File: src/rtl/gticc_pkg.sv
// Shared constants and types for the GTICC 8b/10b framing path (TX framer and RX deframer).
package gticc_pkg;

  localparam logic [7:0]  K28_5     = 8'hBC;
  localparam logic [7:0]  K27_7     = 8'hFB;
  localparam logic [7:0]  K29_7     = 8'hFD;
  localparam logic [31:0] IDLE_WORD = 32'h5050_50BC;
  localparam logic [3:0]  K_BYTE0   = 4'b0001;

  typedef enum logic [2:0] {
    ST_OFF,
    ST_IDLE,
    ST_SOF,
    ST_DATA,
    ST_EOF
  } gticc_state_t;

  typedef enum logic [1:0] {
    SEL_IDLE,
    SEL_SOF,
    SEL_DATA,
    SEL_EOF
  } gticc_sel_t;

  typedef struct packed {
    logic [31:0] data;
    logic [3:0]  charisk;
  } gticc_word_t;

  // K character always lands in byte0 so the RX comma aligner locks on lane 0.
  function automatic gticc_word_t gticc_ctrl(input logic [7:0] k, input logic [7:0] seq,
                                             input logic flag);
    gticc_word_t w;
    w.data    = {7'h0, flag, 8'h0, seq, k};
    w.charisk = K_BYTE0;
    return w;
  endfunction

endpackage

File: src/rtl/gticc_txframer_if.sv
// Payload stream into the TX framer: valid/ready handshake with end-of-frame marker.
interface gticc_txframer_if;
  logic [31:0] s_data;
  logic        s_valid;
  logic        s_last;
  logic        s_ready;

  modport master (output s_data, s_valid, s_last, input s_ready);
  modport slave  (input s_data, s_valid, s_last, output s_ready);
endinterface

File: src/rtl/gticc_txframer_mux.sv
// Registered TXDATA/TXCHARISK selector; one cycle behind the select that picks the word.
module gticc_txframer_mux
  import gticc_pkg::*;
(
  input  logic        clk,
  input  logic        rst_n,
  input  gticc_sel_t  i_sel,
  input  logic [31:0] i_data,
  input  logic [7:0]  i_seq,
  input  logic        i_trunc,
  output logic [31:0] o_txdata,
  output logic [3:0]  o_txcharisk
);

  gticc_word_t w_word;
  gticc_word_t r_word;

  always_comb begin
    w_word = '{data: IDLE_WORD, charisk: K_BYTE0};
    unique case (i_sel)
      SEL_SOF:  w_word = gticc_ctrl(K27_7, i_seq, 1'b0);
      SEL_EOF:  w_word = gticc_ctrl(K29_7, i_seq, i_trunc);
      SEL_DATA: w_word = '{data: i_data, charisk: 4'b0000};
      default:  w_word = '{data: IDLE_WORD, charisk: K_BYTE0};
    endcase
  end

  always_ff @(posedge clk or negedge rst_n) begin
    if (!rst_n) r_word <= '{data: IDLE_WORD, charisk: K_BYTE0};
    else        r_word <= w_word;
  end

  assign o_txdata    = r_word.data;
  assign o_txcharisk = r_word.charisk;

endmodule

File: src/rtl/gticc_txframer.sv
// GTICC TX framer: wraps payload into SOF/DATA/EOF words with periodic IDLE for comma alignment.
module gticc_txframer
  import gticc_pkg::*;
#(
  parameter int ALIGN_INTERVAL = 1024,
  parameter int MAX_WORDS      = 256
) (
  input  logic                clk,
  input  logic                rstn,
  input  logic                link_en,
  gticc_txframer_if.slave     s,
  output logic [31:0]         TXDATA,
  output logic [3:0]          TXCHARISK,
  output logic [15:0]         frame_cnt,
  output logic                abort,
  output logic                trunc
);

  localparam int AW = (ALIGN_INTERVAL > 2) ? $clog2(ALIGN_INTERVAL) : 2;
  localparam int WW = $clog2(MAX_WORDS + 1);
  localparam logic [AW-1:0] ALIGN_LAST = AW'(ALIGN_INTERVAL - 1);
  localparam logic [WW-1:0] WORD_LAST  = WW'(MAX_WORDS - 1);

  logic [1:0]   r_rst_sync;
  logic         w_rst_n;
  gticc_state_t r_state, w_next;
  gticc_sel_t   w_sel;
  logic         w_ready, w_acc, w_abort, w_trunc, w_done, w_align_due;
  logic [7:0]   r_seq;
  logic [15:0]  r_frame_cnt;
  logic [AW-1:0] r_align;
  logic [WW-1:0] r_wcnt;
  logic         r_trunc_flag, r_drain, r_abort, r_trunc;

  // Assert asynchronously, release on a clock edge so no flop sees a runt deassert.
  always_ff @(posedge clk or negedge rstn) begin
    if (!rstn) r_rst_sync <= 2'b00;
    else       r_rst_sync <= {r_rst_sync[0], 1'b1};
  end
  assign w_rst_n = r_rst_sync[1];

  assign w_align_due = (r_align >= ALIGN_LAST);
  assign w_acc       = w_ready & s.s_valid;

  always_comb begin
    w_next  = r_state;
    w_sel   = SEL_IDLE;
    w_ready = 1'b0;
    w_abort = 1'b0;
    w_trunc = 1'b0;
    w_done  = 1'b0;
    unique case (r_state)
      ST_OFF: begin
        if (link_en) w_next = ST_IDLE;
      end
      ST_IDLE: begin
        if (!link_en)       w_next = ST_OFF;
        else if (r_drain)   w_ready = 1'b1;   // swallow the tail of a truncated frame
        else if (s.s_valid) w_next = ST_SOF;
      end
      ST_SOF: begin
        if (!link_en) begin
          w_next  = ST_OFF;
          w_abort = 1'b1;
        end else begin
          w_sel  = SEL_SOF;
          w_next = ST_DATA;
        end
      end
      ST_DATA: begin
        if (!link_en) begin
          w_next  = ST_OFF;
          w_abort = 1'b1;
        end else if (!w_align_due) begin
          w_ready = 1'b1;
          if (s.s_valid) begin
            w_sel = SEL_DATA;
            if (s.s_last) begin
              w_next = ST_EOF;
            end else if (r_wcnt == WORD_LAST) begin
              w_next  = ST_EOF;
              w_trunc = 1'b1;
            end
          end
        end
      end
      ST_EOF: begin
        if (!link_en) begin
          w_next  = ST_OFF;
          w_abort = 1'b1;
        end else if (!w_align_due) begin
          // EOF waits behind a due IDLE so it never stretches the gap past the interval.
          w_sel  = SEL_EOF;
          w_next = ST_IDLE;
          w_done = 1'b1;
        end
      end
      default: w_next = ST_OFF;
    endcase
  end

  always_ff @(posedge clk or negedge w_rst_n) begin
    if (!w_rst_n) r_state <= ST_OFF;
    else          r_state <= w_next;
  end

  always_ff @(posedge clk or negedge w_rst_n) begin
    if (!w_rst_n) begin
      r_seq        <= '0;
      r_frame_cnt  <= '0;
      r_align      <= '0;
      r_wcnt       <= '0;
      r_trunc_flag <= 1'b0;
      r_drain      <= 1'b0;
      r_abort      <= 1'b0;
      r_trunc      <= 1'b0;
    end else begin
      r_abort <= w_abort;
      r_trunc <= w_trunc;
      r_align <= (w_sel == SEL_IDLE) ? '0 : r_align + 1'b1;

      if (r_state == ST_SOF)                 r_wcnt <= '0;
      else if (w_acc && r_state == ST_DATA)  r_wcnt <= r_wcnt + 1'b1;

      if (r_state == ST_SOF) r_trunc_flag <= 1'b0;
      else if (w_trunc)      r_trunc_flag <= 1'b1;

      // Link loss flushes drain so a fresh frame after reconnect is not eaten.
      if (r_state == ST_OFF)                                 r_drain <= 1'b0;
      else if (w_trunc)                                      r_drain <= 1'b1;
      else if (r_state == ST_IDLE && w_acc && s.s_last)      r_drain <= 1'b0;

      if (w_done) begin
        r_seq       <= r_seq + 8'd1;
        r_frame_cnt <= r_frame_cnt + 16'd1;
      end
    end
  end

  gticc_txframer_mux u_mux (
    .clk         (clk),
    .rst_n       (w_rst_n),
    .i_sel       (w_sel),
    .i_data      (s.s_data),
    .i_seq       (r_seq),
    .i_trunc     (r_trunc_flag),
    .o_txdata    (TXDATA),
    .o_txcharisk (TXCHARISK)
  );

  assign s.s_ready = w_ready;
  assign frame_cnt = r_frame_cnt;
  assign abort     = r_abort;
  assign trunc     = r_trunc;

endmodule

File: src/flat_wrapper.sv
// flat-port wrapper written by rule: the top's interface ports become plain ports
module gticc_txframer_flat import gticc_pkg::*;
#(
  parameter int ALIGN_INTERVAL = 1024,
  parameter int MAX_WORDS      = 256
)
  (clk, rstn, link_en, TXDATA, TXCHARISK, frame_cnt, abort, trunc, s_s_data, s_s_valid, s_s_last, s_s_ready);
  gticc_txframer_if s_i ();
  input  logic clk;
  input  logic rstn;
  input  logic link_en;
  output logic [31:0] TXDATA;
  output logic [3:0] TXCHARISK;
  output logic [15:0] frame_cnt;
  output logic abort;
  output logic trunc;
  input wire logic [$bits(s_i.s_data)-1:0] s_s_data;
  input wire logic [$bits(s_i.s_valid)-1:0] s_s_valid;
  input wire logic [$bits(s_i.s_last)-1:0] s_s_last;
  output wire logic [$bits(s_i.s_ready)-1:0] s_s_ready;
  assign s_i.s_data = s_s_data;
  assign s_i.s_valid = s_s_valid;
  assign s_i.s_last = s_s_last;
  assign s_s_ready = s_i.s_ready;
  gticc_txframer #(.ALIGN_INTERVAL(ALIGN_INTERVAL), .MAX_WORDS(MAX_WORDS)) u_core (.clk(clk), .rstn(rstn), .link_en(link_en), .s(s_i), .TXDATA(TXDATA), .TXCHARISK(TXCHARISK), .frame_cnt(frame_cnt), .abort(abort), .trunc(trunc));
endmodule
File: config.mk
export PLATFORM = sky130hd
export DESIGN_NAME = gticc_txframer_flat
export DESIGN_NICKNAME = d
export VERILOG_FILES = /design/src/rtl/gticc_pkg.sv /design/src/rtl/gticc_txframer_if.sv /design/src/rtl/gticc_txframer_mux.sv /design/src/rtl/gticc_txframer.sv /design/src/flat_wrapper.sv
export SDC_FILE = /design/constraint.sdc
export NUM_CORES = 1
export LEC_CHECK = 0
export ABC_AREA = 0
export CORE_MARGIN = 4
export CORE_UTILIZATION = 44
export CTS_CLUSTER_DIAMETER = 120
export DETAILED_ROUTE_END_ITERATION = 16
export PLACE_DENSITY = 0.78
export SETUP_SLACK_MARGIN = 0.5
export SYNTH_ARGS = -nofsm -noshare
export SYNTH_HDL_FRONTEND = slang
export SYNTH_SLANG_ARGS = --single-unit
export TNS_END_PERCENT = 100
File: constraint.sdc
create_clock -name clk -period 2.3 [get_ports clk]
set_input_delay 0.46 -clock clk [delete_from_list [all_inputs] [get_ports clk]]
set_output_delay 0.46 -clock clk [all_outputs]
set_load 0.05 [all_outputs]
---- Word-level counts from Yosys, hierarchy flattened ----
Cells that the tools add are included.
cells by class
  mux-type cells .......................... 43
  bitwise gates (word level) .............. 1
  $add $sub $neg .......................... 4
  equal/unequal tests ..................... 15
  $lt $le $gt $ge ......................... 1
  reductions and logical operators ........ 10
operator list
  kind                                                                    number
  36-bit case mux with 3 select lines                                     1
  3-bit two-way mux                                                       11
  1-bit two-way mux                                                       19
  9-bit two-way mux                                                       2
  16-bit by 1-bit adder with 16-bit output (second input constant)        1
  3-bit != test (second input constant)                                   5
  3-bit case mux with 5 select lines                                      1
  2-bit two-way mux                                                       6
  10-bit by 1-bit adder with 10-bit output (second input constant)        1
  10-bit greater-or-equal comparator (second input constant)              1
  10-bit two-way mux                                                      1
  9-bit by 1-bit adder with 9-bit output (second input constant)          1
  9-bit by 8-bit equality test with 1-bit output (second input constant)  1
  8-bit by 1-bit adder with 8-bit output (second input constant)          1
  7-bit AND reduction                                                     1
  3-bit by 2-bit equality test with 1-bit output (second input constant)  2
  2-bit case mux with 3 select lines                                      1
  2-bit equality test (second input constant)                             2
  4-bit by 3-bit != test with 1-bit output (second input constant)        1
  2-bit nonzero test                                                      2
  3-bit by 1-bit equality test with 1-bit output (second input constant)  1
  3-bit equality test (second input constant)                             1
  1-bit logical AND                                                       3
  3-bit zero test                                                         1
  other kinds (7)                                                         7
word-level totals
  input bits .............................. 37
  output and inout port bits .............. 55
  logic and storage cells ................. 86
  register bits after elaboration ......... 88

---- Logic depth before layout (Yosys ltp) ----
  depth after elaboration ................. 10
  depth in mapped cells ................... 7
  gate-level depth less buffers ........... 7

---- Cells and area by module ----
Synthesis repeated with hierarchy kept, for this count alone.
unflattened totals
  cells, all modules ...................... 311
  area total of the unflattened synthesis .. 3654.8 µm²
by module, submodules not included
  module              area an instance (µm²)  instances  cells each  seq. area each (µm²)
  gticc_txframer      2473.6                  1          226         1301.2
  gticc_txframer_mux  1181.1                  1          85          840.8

---- Least setup slack after synthesis ----
OpenSTA, ideal clock, no wires.
  path type ............................... flip-flop to output port
  start ................................... register u_core.r_align[0]
  end ..................................... output port s_s_ready
  arrival time ............................ 1528 ps
  required time ........................... 1840 ps
  path buffers ............................ 0
  cell stages (with the launch flop) ...... 6
  path slack .............................. 312 ps
  cells stage by stage .................... dfrtp_1 ha_1 nand3_1 nor3_1 o21ai_0 and3_1
on the way
  cells in the longest elaborated chain, start to end .. 4
ends and longest elaborated chain
  element                             RTL line               text
  start: declaration                  gticc_txframer.sv:31   logic [AW-1:0] r_align;
  start signal: assignment            gticc_txframer.sv:120  r_align <= (w_sel == SEL_IDLE) ? '0 : r_align + 1'b1;
  10-bit greater-or-equal comparator  gticc_txframer.sv:42   assign w_align_due = (r_align >= ALIGN_LAST);
  1-bit two-way mux                   gticc_txframer.sv:74   end else if (!w_align_due) begin
  1-bit two-way mux                   gticc_txframer.sv:71   if (!link_en) begin
  1-bit case mux with 2 select lines  gticc_txframer.sv:52   unique case (r_state)
  end: declaration                    flat_wrapper.sv:20     output wire logic [$bits(s_i.s_ready)-1:0] s_s_ready;
Every way passes these cells.

==> report_table.html <==
<table>
<tr><th>Metric</th><th>Value</th></tr>
<tr><th colspan="2">Critical path</th></tr>
<tr><td>Launch point of the worst reg-to-reg path</td><td>u_core.r_align[1]</td></tr>
<tr><td>Largest fanout of any net on the critical path</td><td>16</td></tr>
<tr><td>Library cell appearing most often on the critical path</td><td>buf_6</td></tr>
<tr><td>R2r endpoint</td><td>u_core.u_mux.o_txdata[16]</td></tr>
<tr><td>Data required time at the worst endpoint</td><td>2.55 ns</td></tr>
<tr><td>WP buf/inv</td><td>4</td></tr>
<tr><td>End point of the critical path</td><td>u_core.u_mux.o_txdata[16]</td></tr>
<tr><td>Worst Path Class, Setup</td><td>reg -&gt; reg</td></tr>
<tr><td>Kind of end point of the critical path</td><td>flop</td></tr>
<tr><td>Critical path arrival</td><td>2.28 ns</td></tr>
<tr><td>Reg2Reg Setup Slack</td><td>0.27 ns</td></tr>
<tr><td>Worst setup SP type</td><td>flop</td></tr>
<tr><td>Crit path largest cell delay</td><td>0.42 ns</td></tr>
<tr><td>Chain of cells forming the critical path</td><td>ha_4, nand3_4, buf_4, buf_6, o311a_4, buf_6, bufbuf_16, and2_1</td></tr>
<tr><td>Worst setup path startpoint</td><td>u_core.r_align[1]</td></tr>
<tr><td>Critical Path Slowest Stage Cell</td><td>o311a_4</td></tr>
<tr><td>Worst path top cell family by delay</td><td>buffers and inverters</td></tr>
<tr><td>R2R depth</td><td>8</td></tr>
<tr><td>Number of stages on the worst setup path</td><td>8</td></tr>
<tr><th colspan="2">Timing</th></tr>
<tr><td>Total negative setup slack</td><td>0 ns</td></tr>
<tr><td>Slew Viols, Final</td><td>0</td></tr>
<tr><td>Maximum clock frequency</td><td>492 MHz</td></tr>
<tr><td>Slew HR</td><td>0.647</td></tr>
<tr><td>Share of the clock period used by the worst path after layout</td><td>0.883</td></tr>
<tr><td>Largest clock skew in the final design</td><td>0.0112 ns</td></tr>
<tr><td>Min Clock Period, post-route</td><td>2.03 ns</td></tr>
<tr><td>Number of failing setup endpoints in the final timing report</td><td>0</td></tr>
<tr><td>Final Hold Vio Count</td><td>0</td></tr>
<tr><td>Worst slew pin tran</td><td>0.532 ns</td></tr>
<tr><td>RSZ-0062 raised after global routing</td><td>yes</td></tr>
<tr><th colspan="2">Clock network</th></tr>
<tr><td>Maximum buffer depth of the clock tree</td><td>2</td></tr>
<tr><td>Clock tree root driver cell</td><td>clkbuf_8</td></tr>
<tr><td>Clock buffer count from CTS</td><td>9</td></tr>
<tr><td>Clock-pin slew reported for the worst setup and hold paths after clock tree synthesis</td><td>0.09 ns</td></tr>
<tr><td>Num Clock Sinks</td><td>85</td></tr>
<tr><td>Clock H-tree levels</td><td>3</td></tr>
<tr><td>Clock insertion delay at the later pin of the skew report</td><td>0.36 ns</td></tr>
<tr><td>CTS tree</td><td>built</td></tr>
<tr><th colspan="2">GRT</th></tr>
<tr><td>Overall global routing resource usage</td><td>0.183</td></tr>
<tr><td>Remaining Overflow, GRT</td><td>0</td></tr>
<tr><td>First-pass GRT wire length</td><td>14500 um</td></tr>
<tr><td>Initial antenna violation count</td><td>0</td></tr>
<tr><td>Number of global-route vias before repair</td><td>2979</td></tr>
<tr><td>Pin count of the biggest net entering global routing</td><td>45</td></tr>
<tr><th colspan="2">Place</th></tr>
<tr><td># port buffers</td><td>88</td></tr>
<tr><td>Detailed Place HPWL</td><td>5770 um</td></tr>
<tr><td>Routability congestion estimate from global placement</td><td>0.819</td></tr>
<tr><th colspan="2">Finish</th></tr>
<tr><td>Post-layout nets</td><td>514</td></tr>
<tr><td>Number of inserted diodes</td><td>0</td></tr>
<tr><td>Final standard cell utilization of the core</td><td>0.682</td></tr>
<tr><td>Relative area change from synthesis to final layout</td><td>50.7%</td></tr>
<tr><td>Share of final-layout standard cells stronger than drive strength 1</td><td>0.335</td></tr>
<tr><td>Fill cells</td><td>576</td></tr>
<tr><th colspan="2">Pwr</th></tr>
<tr><td>Switching fraction of total power</td><td>0.302</td></tr>
<tr><td>Standby leakage power</td><td>2.73 nW</td></tr>
<tr><td>Sequential share of power</td><td>0.510</td></tr>
<tr><td>Internal power consumption</td><td>2.23 mW</td></tr>
<tr><td>Power share of the combinational group</td><td>0.183</td></tr>
<tr><td>Power per Cell Area</td><td>568 nW/um^2</td></tr>
<tr><td>Clock share of power</td><td>0.307</td></tr>
<tr><td>IR drop worst, VDD</td><td>0.372 mV</td></tr>
<tr><td>NetSw</td><td>966 uW</td></tr>
<tr><th colspan="2">Synthesis</th></tr>
<tr><td>Synthesized instance count</td><td>326</td></tr>
<tr><td>Netlist area before placement</td><td>3740 um^2</td></tr>
<tr><td>Adder-cell share of the synthesized area</td><td>0.0167</td></tr>
<tr><td>Synth Area per Inst</td><td>11.5 um^2</td></tr>
<tr><td>Post-synthesis sequential area ratio</td><td>0.573</td></tr>
<tr><td>Synth Area in Simple Gates</td><td>0.201</td></tr>
<tr><td>Fraction of registers with async set/reset</td><td>1.00</td></tr>
<tr><td>Main combinational cell family by area after synthesis</td><td>simple AND/OR/NAND/NOR gates</td></tr>
<tr><td>Complex-gate fraction of the synthesized area</td><td>0.0948</td></tr>
<tr><td>Multiplexer share of the synthesized area</td><td>0</td></tr>
<tr><td>Number of enable-type register cells in the synthesized netlist</td><td>0</td></tr>
<tr><td>Total number of yosys warnings</td><td>0</td></tr>
<tr><td>Seq cells post-synth</td><td>85</td></tr>
<tr><td>Fraction of synthesized cell area in xor and xnor cells</td><td>0.0767</td></tr>
<tr><td>Post-synth top flop</td><td>dfrtp_1</td></tr>
<tr><td>Yosys cell types</td><td>52</td></tr>
<tr><th colspan="2">Detailed routing</th></tr>
<tr><td>Iteration count of the initial detailed-routing pass</td><td>4</td></tr>
<tr><td>Detailed router's first-iteration violation count</td><td>187</td></tr>
<tr><td>Total number of vias</td><td>3100</td></tr>
<tr><td>WL/cell</td><td>16.9 um</td></tr>
<tr><td>Residual DRC count</td><td>0</td></tr>
<tr><td>Aggregate routed wire length</td><td>9860 um</td></tr>
<tr><td>Post-DRT Antenna Nets</td><td>0</td></tr>
<tr><td>Via/cell ratio</td><td>5.33</td></tr>
<tr><th colspan="2">Floorplanning</th></tr>
<tr><td>Starting Density</td><td>0.452</td></tr>
<tr><td>Die Wd</td><td>100 um</td></tr>
<tr><td># rows</td><td>33</td></tr>
<tr><td>Die outline area</td><td>10000 um^2</td></tr>
<tr><td>Number of top-level design ports</td><td>92</td></tr>
<tr><td>Core region area</td><td>8260 um^2</td></tr>
<tr><td>Chip height</td><td>100 um</td></tr>
<tr><th colspan="2">Run status</th></tr>
<tr><td>Status</td><td>finished clean</td></tr>
<tr><th colspan="2">Hold path</th></tr>
<tr><td>Classification of the worst-slack hold path</td><td>in -&gt; async</td></tr>
<tr><th colspan="2">Run</th></tr>
<tr><td>Count of max-cap constraint violations</td><td>0</td></tr>
</table>
[power groups by stage]
stage	combinational, mW	clock, mW	sequential [mW]
after detailed placement	0.475	0	1.65
after global routing	0.616	1.07	1.64
final	0.585	0.981	1.63
after global placement	0.465	0	1.65
after floorplan	0.162	0	1.77
after CTS	0.485	1.00	1.63
[repair_timing]
action | CTS | global route
pin swaps | 13 | 14
cloned | 2 | 1
endpoints found under the setup margin | 98 | 73
endpoints found under the hold margin | 0 | 0
hold buffers | 0 | 0
setup buffers | 20 | 23
gates resized for setup | 107 | 52
[worst min-delay path by stage]
stage	from	endpoint	slack, ns	cells past startpoint
after floorplan	rstn	u_core.r_rst_sync[0]	0.16	0
after global placement	u_core.r_rst_sync[1]	u_core.r_state[1]	0.32	0
after detailed placement	u_core.r_rst_sync[1]	u_core.r_state[1]	0.32	0
after CTS	rstn	u_core.r_rst_sync[1]	0.24	1
after global routing	rstn	u_core.r_rst_sync[1]	0.24	1
final	rstn	u_core.r_rst_sync[1]	0.26	1
[sequential cells by signal, indices dropped and copies added (netlist names)]
register,cells
u_core.r_rst_sync,2
u_core.abort,1
u_core.r_state,3
u_core.u_mux.o_txdata,32
u_core.r_seq,8
u_core.r_align,10
u_core.r_trunc_flag,1
u_core.trunc,1
u_core.frame_cnt,16
u_core.u_mux.o_txcharisk,1
u_core.r_wcnt,9
u_core.r_drain,1
[cells in the final DEF, fill, tap and decap left out, drive strengths merged, types with 9 or more instances in the layout]
master,count
clkdlybuf4s50,35
nand2,32
dfrtp,73
inv,13
nor3,9
nand4,10
nor2,24
buf,60
nand3,12
clkbuf,14
xnor2,19
dlygate4sd2,27
clkdlybuf4s15,20
dfstp,12
xor2,12
a21oi,10
and2,12
[worst reg2reg max path, stage by stage (launching register included)]
cell and delay, ns:
dfrtp_1 0.41, ha_4 0.17, nand3_4 0.09, buf_4 0.16, buf_6 0.12, o311a_4 0.42
buf_6 0.13, bufbuf_16 0.27, and2_1 0.16
[routing by layer]
metal  share of wire  wire length [um]  vias up  global-route usage
li1                -                 -     1427                   -
met1            0.41              4080     1512               0.246
met2            0.49              4830      135               0.285
met3           0.072               705       26              0.0473
met4           0.024               240        0              0.0725
met5               0                 0        -                   0
[cell families after synthesis]
| family | count (synthesis) |
|---|---|
| buffers and inverters | 25 |
| xor gates and xnor gates | 31 |
| AOI/OAI and AO/OA | 45 |
| and+or+nand+nor | 133 |
| DFF | 85 |
| other | 2 |
| adders and majority gates | 5 |
[synth_stat cells (all sizes together) (2+ instances only)]
library cell	n	area (um^2)
a22o	7	61.3
xor2	12	105
a211oi	2	15.0
dfstp	12	315
dfrtp	73	1830
o21ai	6	30.0
o31ai	3	22.5
and4	6	52.6
buf	10	72.6
nand2b	6	37.5
nor3b	4	30.0
or4	3	22.5
and3	6	37.5
nand2	32	123
o21a	2	15.0
nor2	24	90.1
nand4b	2	17.5
clkbuf	5	18.8
xnor2	19	181
a21oi	10	50.1
nor4	3	18.8
conb	2	7.51
a31oi	2	12.5
nand3	12	75.1
ha	5	62.6
nand4	10	92.6
and2	12	75.1
inv	10	40.0
o22a	3	26.3
nor3	9	45.0
[metrics by stage]
| step | instance area [um^2] | hold WS, ns | setup WS (ns) | total power, mW | std cells |
|---|---|---|---|---|---|
| after floorplan | 3770 | 0.164 | 0.500 | 1.93 | 328 |
| after global placement | 4840 | 0.318 | 0.0736 | 2.11 | 520 |
| after detailed placement | 4840 | 0.323 | 0.0373 | 2.13 | 520 |
| after CTS | 5280 | 0.245 | 0.214 | 3.11 | 558 |
| after global routing | 5630 | 0.245 | 0.203 | 3.32 | 582 |
| final | 5630 | 0.257 | 0.268 | 3.19 | 582 |
[cell type report]
| class | count | area [um^2] | area share |
|---|---|---|---|
| flip-flops and latches | 85 | 2150 | 0.382 |
| inverters | 10 | 45.0 | 0.00800 |
| well taps | 105 | 131 | 0.0233 |
| clock buffers | 9 | 124 | 0.0220 |
| multi-input cells | 218 | 1680 | 0.298 |
| repair buffers | 148 | 1440 | 0.256 |
| clock inverters | 7 | 57.6 | 0.0102 |
Note: power is estimated with default switching activity, not from simulation.
